File: src/rtl/tb_ctrl_pkg.sv
// Shared types and sizing helpers for the result checker.
// Imported by test_result_checker and word_compare.
package tb_ctrl_pkg;

  typedef enum logic [1:0] {
    eIDLE,
    eCHECK,
    eDONE
  } checker_state_e;

  // max(1, $clog2(n)) so single-entry counters/indices still get one bit
  function automatic int width_of(input int n);
    return ($clog2(n) < 1) ? 1 : $clog2(n);
  endfunction

  function automatic int slice_lsb(input int idx, input int width);
    return idx * width;
  endfunction

endpackage

File: src/rtl/test_result_checker_word_compare.sv
// Per-word comparators OR-reduced into one vector mismatch bit.
// CHECKER_TOLERANCE_EN selects |a-b| <= TOLERANCE instead of exact equality.
module word_compare
  import tb_ctrl_pkg::*;
#(
  parameter int WORD_SIZE = 16,
  parameter int NUM_WORDS = 1,
  parameter int TOLERANCE = 0
) (
  input  logic signed [NUM_WORDS*WORD_SIZE-1:0] data,
  input  logic        [NUM_WORDS*WORD_SIZE-1:0] expected,
  output logic                                  mismatch
);

  logic [NUM_WORDS-1:0] word_miss;

  for (genvar gi = 0; gi < NUM_WORDS; gi++) begin : g_word
    logic signed [WORD_SIZE-1:0] a;
    logic signed [WORD_SIZE-1:0] b;
    assign a = data[slice_lsb(gi, WORD_SIZE) +: WORD_SIZE];
    assign b = expected[slice_lsb(gi, WORD_SIZE) +: WORD_SIZE];
`ifdef CHECKER_TOLERANCE_EN
    // One extra bit keeps the difference and its magnitude from overflowing
    localparam logic [WORD_SIZE:0] TOL = TOLERANCE[WORD_SIZE:0];
    logic signed [WORD_SIZE:0] diff;
    logic        [WORD_SIZE:0] mag;
    assign diff          = {a[WORD_SIZE-1], a} - {b[WORD_SIZE-1], b};
    assign mag           = diff[WORD_SIZE] ? -diff : diff;
    assign word_miss[gi] = (mag > TOL);
`else
    assign word_miss[gi] = (a != b);
`endif
  end

  assign mismatch = |word_miss;

endmodule

File: config.mk
export PLATFORM = sky130hd
export DESIGN_NAME = word_compare
export DESIGN_NICKNAME = d
export VERILOG_FILES = /design/src/rtl/tb_ctrl_pkg.sv /design/src/rtl/test_result_checker_word_compare.sv
export SDC_FILE = /design/constraint.sdc
export NUM_CORES = 1
export LEC_CHECK = 0
export ABC_AREA = 1
export BUFFER_PORTS_ARGS = -buffer_cell sky130_fd_sc_hd__buf_2
export CAP_MARGIN = 30
export CORE_AREA = 2 2 39 41
export DETAILED_ROUTE_END_ITERATION = 7
export DIE_AREA = 0 0 41 43
export GPL_TIMING_DRIVEN = 1
export PLACE_DENSITY = 0.64
export SLEW_MARGIN = 0
export SYNTH_ARGS = -nofsm -noshare
export SYNTH_HDL_FRONTEND = slang
export SYNTH_SLANG_ARGS = --single-unit
File: constraint.sdc
create_clock -name vclk -period 0.9
set_input_delay 0.18 -clock vclk [all_inputs]
set_output_delay 0.18 -clock vclk [all_outputs]
set_load 0.02 [all_outputs]
# Word level (Yosys, flattened, before mapping)
# Cells that the tools add are included.
# classes
shift	0
n_mul	0
addsub	0
n_div	0
n_eq_ne	1
magnitude_cmp	0
bitwise_logic	0
n_mux	0
n_reduce_logical	0
# ops
op	n
16-bit != test	1
# totals
memories	0
wordCells	1
ram_bits	0
mem_bits_ro	0
inputBits	32
latchBits	0
ff_bits	0
output_inout_bits	1

# Longest topological paths before layout
# depth
depth_word	1
ltp_mapped	7
mapped_depth_nobuf	7

# Worst setup path before layout
# Ideal clock, no wire load.
# synth_path
path_kind	input-to-output
from	in expected[6]
to	out mismatch
n_path_buf	0
path_stages	6
setup_slack_ns	0.069
required_time_ns	0.720
t_arrival_ns	0.651
cell_sequence	nor2_1 -> nor2_1 -> nor2_1 -> nand2_1 -> nor2_1 -> nand2_1
# synth_via
elab_chain_len	1
# synth_lines
item	line_no	text
start: declaration	test_result_checker_word_compare.sv:11	input logic [NUM_WORDS*WORD_SIZE-1:0] expected,
16-bit != test	test_result_checker_word_compare.sv:31	assign word_miss[gi] = (a != b);
end: declaration	test_result_checker_word_compare.sv:12	output logic mismatch
# No other way between the ends.

# Final worst setup path
# layout_path
from	in data[6]
to	out mismatch
# layout_via
elab_chain_len	1
# layout_lines
item	line_no	text
start: declaration	test_result_checker_word_compare.sv:10	input logic signed [NUM_WORDS*WORD_SIZE-1:0] data,
16-bit != test	test_result_checker_word_compare.sv:31	
# No other way between the ends.

==> qor.yml <==
status: "complete, but fails checks"
violations: "negative setup slack"
hpwlAfterDp_microns: 687
intPower_uw: 106
die_h_microns: 43
fmax_ghz: 0.946
grt_max_degree: 3
irDropWorstVdd_mv: 0.0950
finalNonFillerCells: 138
hold_path.class: "in2out"
ys_top_cells_by_area: "nand2_1 (46%), inv_1 (29%), nor2_1 (25%)"
fillers: 160
postCtsSetupBuffers: 0
grt_pass1_vias: 387
min_period_over_period_pct: 117
path_buf_inv: 2
holdPathStages: 8
gp_congestion: 0.534
final-seq-area_sq_um: 0
drt_iter0_drc: 3
power_density_mw_per_mm2: 345
area_growth_pct: 68.2
initial_core_util_pct: 24.1
routedWlPerCell_microns: 5.58
hold_viol_final: 0
yosysTopAreaCell: "nand2_1"
dp_cells: 138
seqPwrFrac_pct: 0
drive_gt1_share_pct: 28.7
min_period_ns: 1.06
firstDrtPassIters: 3
tightest_slew_ns: 0.0899
io_pins: 33
syn_nets: 121
end_kind: "output port"
worst_ep_required_time_ns: 0.72
portBuffers: 33
relSlewSlack_pct: 94.0
die_w_microns: 41
die_area_sq_mm: 0.00176
ys_seq_area_share_pct: 0
clockPowerShare_pct: 0
crit_path_frequent_cell: "nor2_1"
grt_pass1_wl_microns: 1200
rows: 14
utilization_pct: 40.6
crit_family: "simple AND/OR/NAND/NOR gates"
leakage_nw: 0.439
drcViolationCount: 0
core_sq_mm: 0.00138
design.seq.count: 0
fin_nets: 156
whs_ns: 0.828
rsz0062_at_grt: "true"
drv_cap: 0
overflow: 0
syn_avg_cell_area_sq_um: 3.75
cp.arrival_ns: 0.88
comb_power_share_pct: 100.0
nClkBuffers: 0
multiInputGateArea_sq_um: 241
slowest_stage: "buf_6"
antenna_found_initial: 0
drt-total-wl_microns: 770
cp-start-kind: "input pin"
yosysTopAreaCellShare_pct: 46.1
diodes: 0
swShare_pct: 45.5
cp.depth: 8
grt_use_total_pct: 8.69
critPathMaxStageDelay_ns: 0.13
power.switching_uw: 88.1
cts_hold_buf: 0
detail-route-antenna-nets: 0
fin_ws_ns: -0.157
syn-cell-area_sq_um: 334
crit_type: "in2out"
syn_inst: 89
final-setup-viol-count: 1
ys_warn_count: 0
via_per_inst: 3.78
drv_slew: 0
crit_chain: "buf_2 -> nor2_2 -> nor2_1 -> nor2_1 -> nand2_1 -> nor2_1 -> nand2_1 -> buf_6"
crit_fanout: 2
vias: 521
synth_cell_types: 3
## timing repair
action	4_1_cts	5_1_grt
pin swaps	12	3
resized for setup	6	3
endpoints found under the hold margin	0	0
setup endpoints to repair	1	1
## metal layers
| metal | track usage (%) | share of wire [%] | vias up | routed length (microns) |
|---|---|---|---|---|
| met4 | 0 | 0 | 0 | 0 |
| met2 | 17.5 | 47 | 19 | 359 |
| li1 | - | - | 307 | - |
| met3 | 0 | 8.3 | 0 | 64 |
| met1 | 9.81 | 45 | 195 | 346 |
| met5 | 0 | 0 | - | 0 |
## synth_stat cells, drive strengths merged
cell,n
nand2,41
inv,26
nor2,22
## power groups by stage
stage | Sequential, mW | Combinational [mW] | Clock, mW
final | 0 | 0.194 | 0
after global routing | 0 | 0.228 | 0
after CTS | 0 | 0.191 | 0
after detailed placement | 0 | 0.179 | 0
after global placement | 0 | 0.172 | 0
after floorplan | 0 | 0.0875 | 0
## worst min-delay path, cell delays in order
cell	delay (ns)
buf_2	0.09
nand2_1	0.04
nand2_1	0.05
nor2_1	0.03
nand2_1	0.04
nor2_1	0.04
nand2_1	0.06
buf_6	0.11
## final timing paths
path,slack [ns],startpoint,endpoint
worst min-delay path,0.83,data[8],mismatch
worst max-delay path,-0.16,data[6],mismatch
## logic make-up after synthesis
family        share of synthesized area, %
simple gates                          70.8
buf+inv                               29.2
## layout make-up
class | instances | area share, %
Multi-Input combinational cell | 63 | 43.0
Tap cell | 16 | 3.56
Timing Repair Buffer | 33 | 36.1
Inverter | 26 | 17.4
## through the flow
step | total power [mW] | worst slack [ns] | setup TNS, ns | instance area [sq um]
after floorplan | 0.0875 | 0.0688 | 0 | 334
after global placement | 0.172 | -0.154 | -0.154 | 519
after detailed placement | 0.179 | -0.187 | -0.187 | 519
after CTS | 0.191 | -0.167 | -0.167 | 551
after global routing | 0.228 | -0.242 | -0.242 | 562
final | 0.194 | -0.157 | -0.157 | 562
## placed cells by master (no fill, tap or decap)
cell type	instances
nor2_2	2
nor2_1	20
inv_1	26
nand2_1	41
buf_2	27
buf_6	6
(Power assumes the default switching activity.)
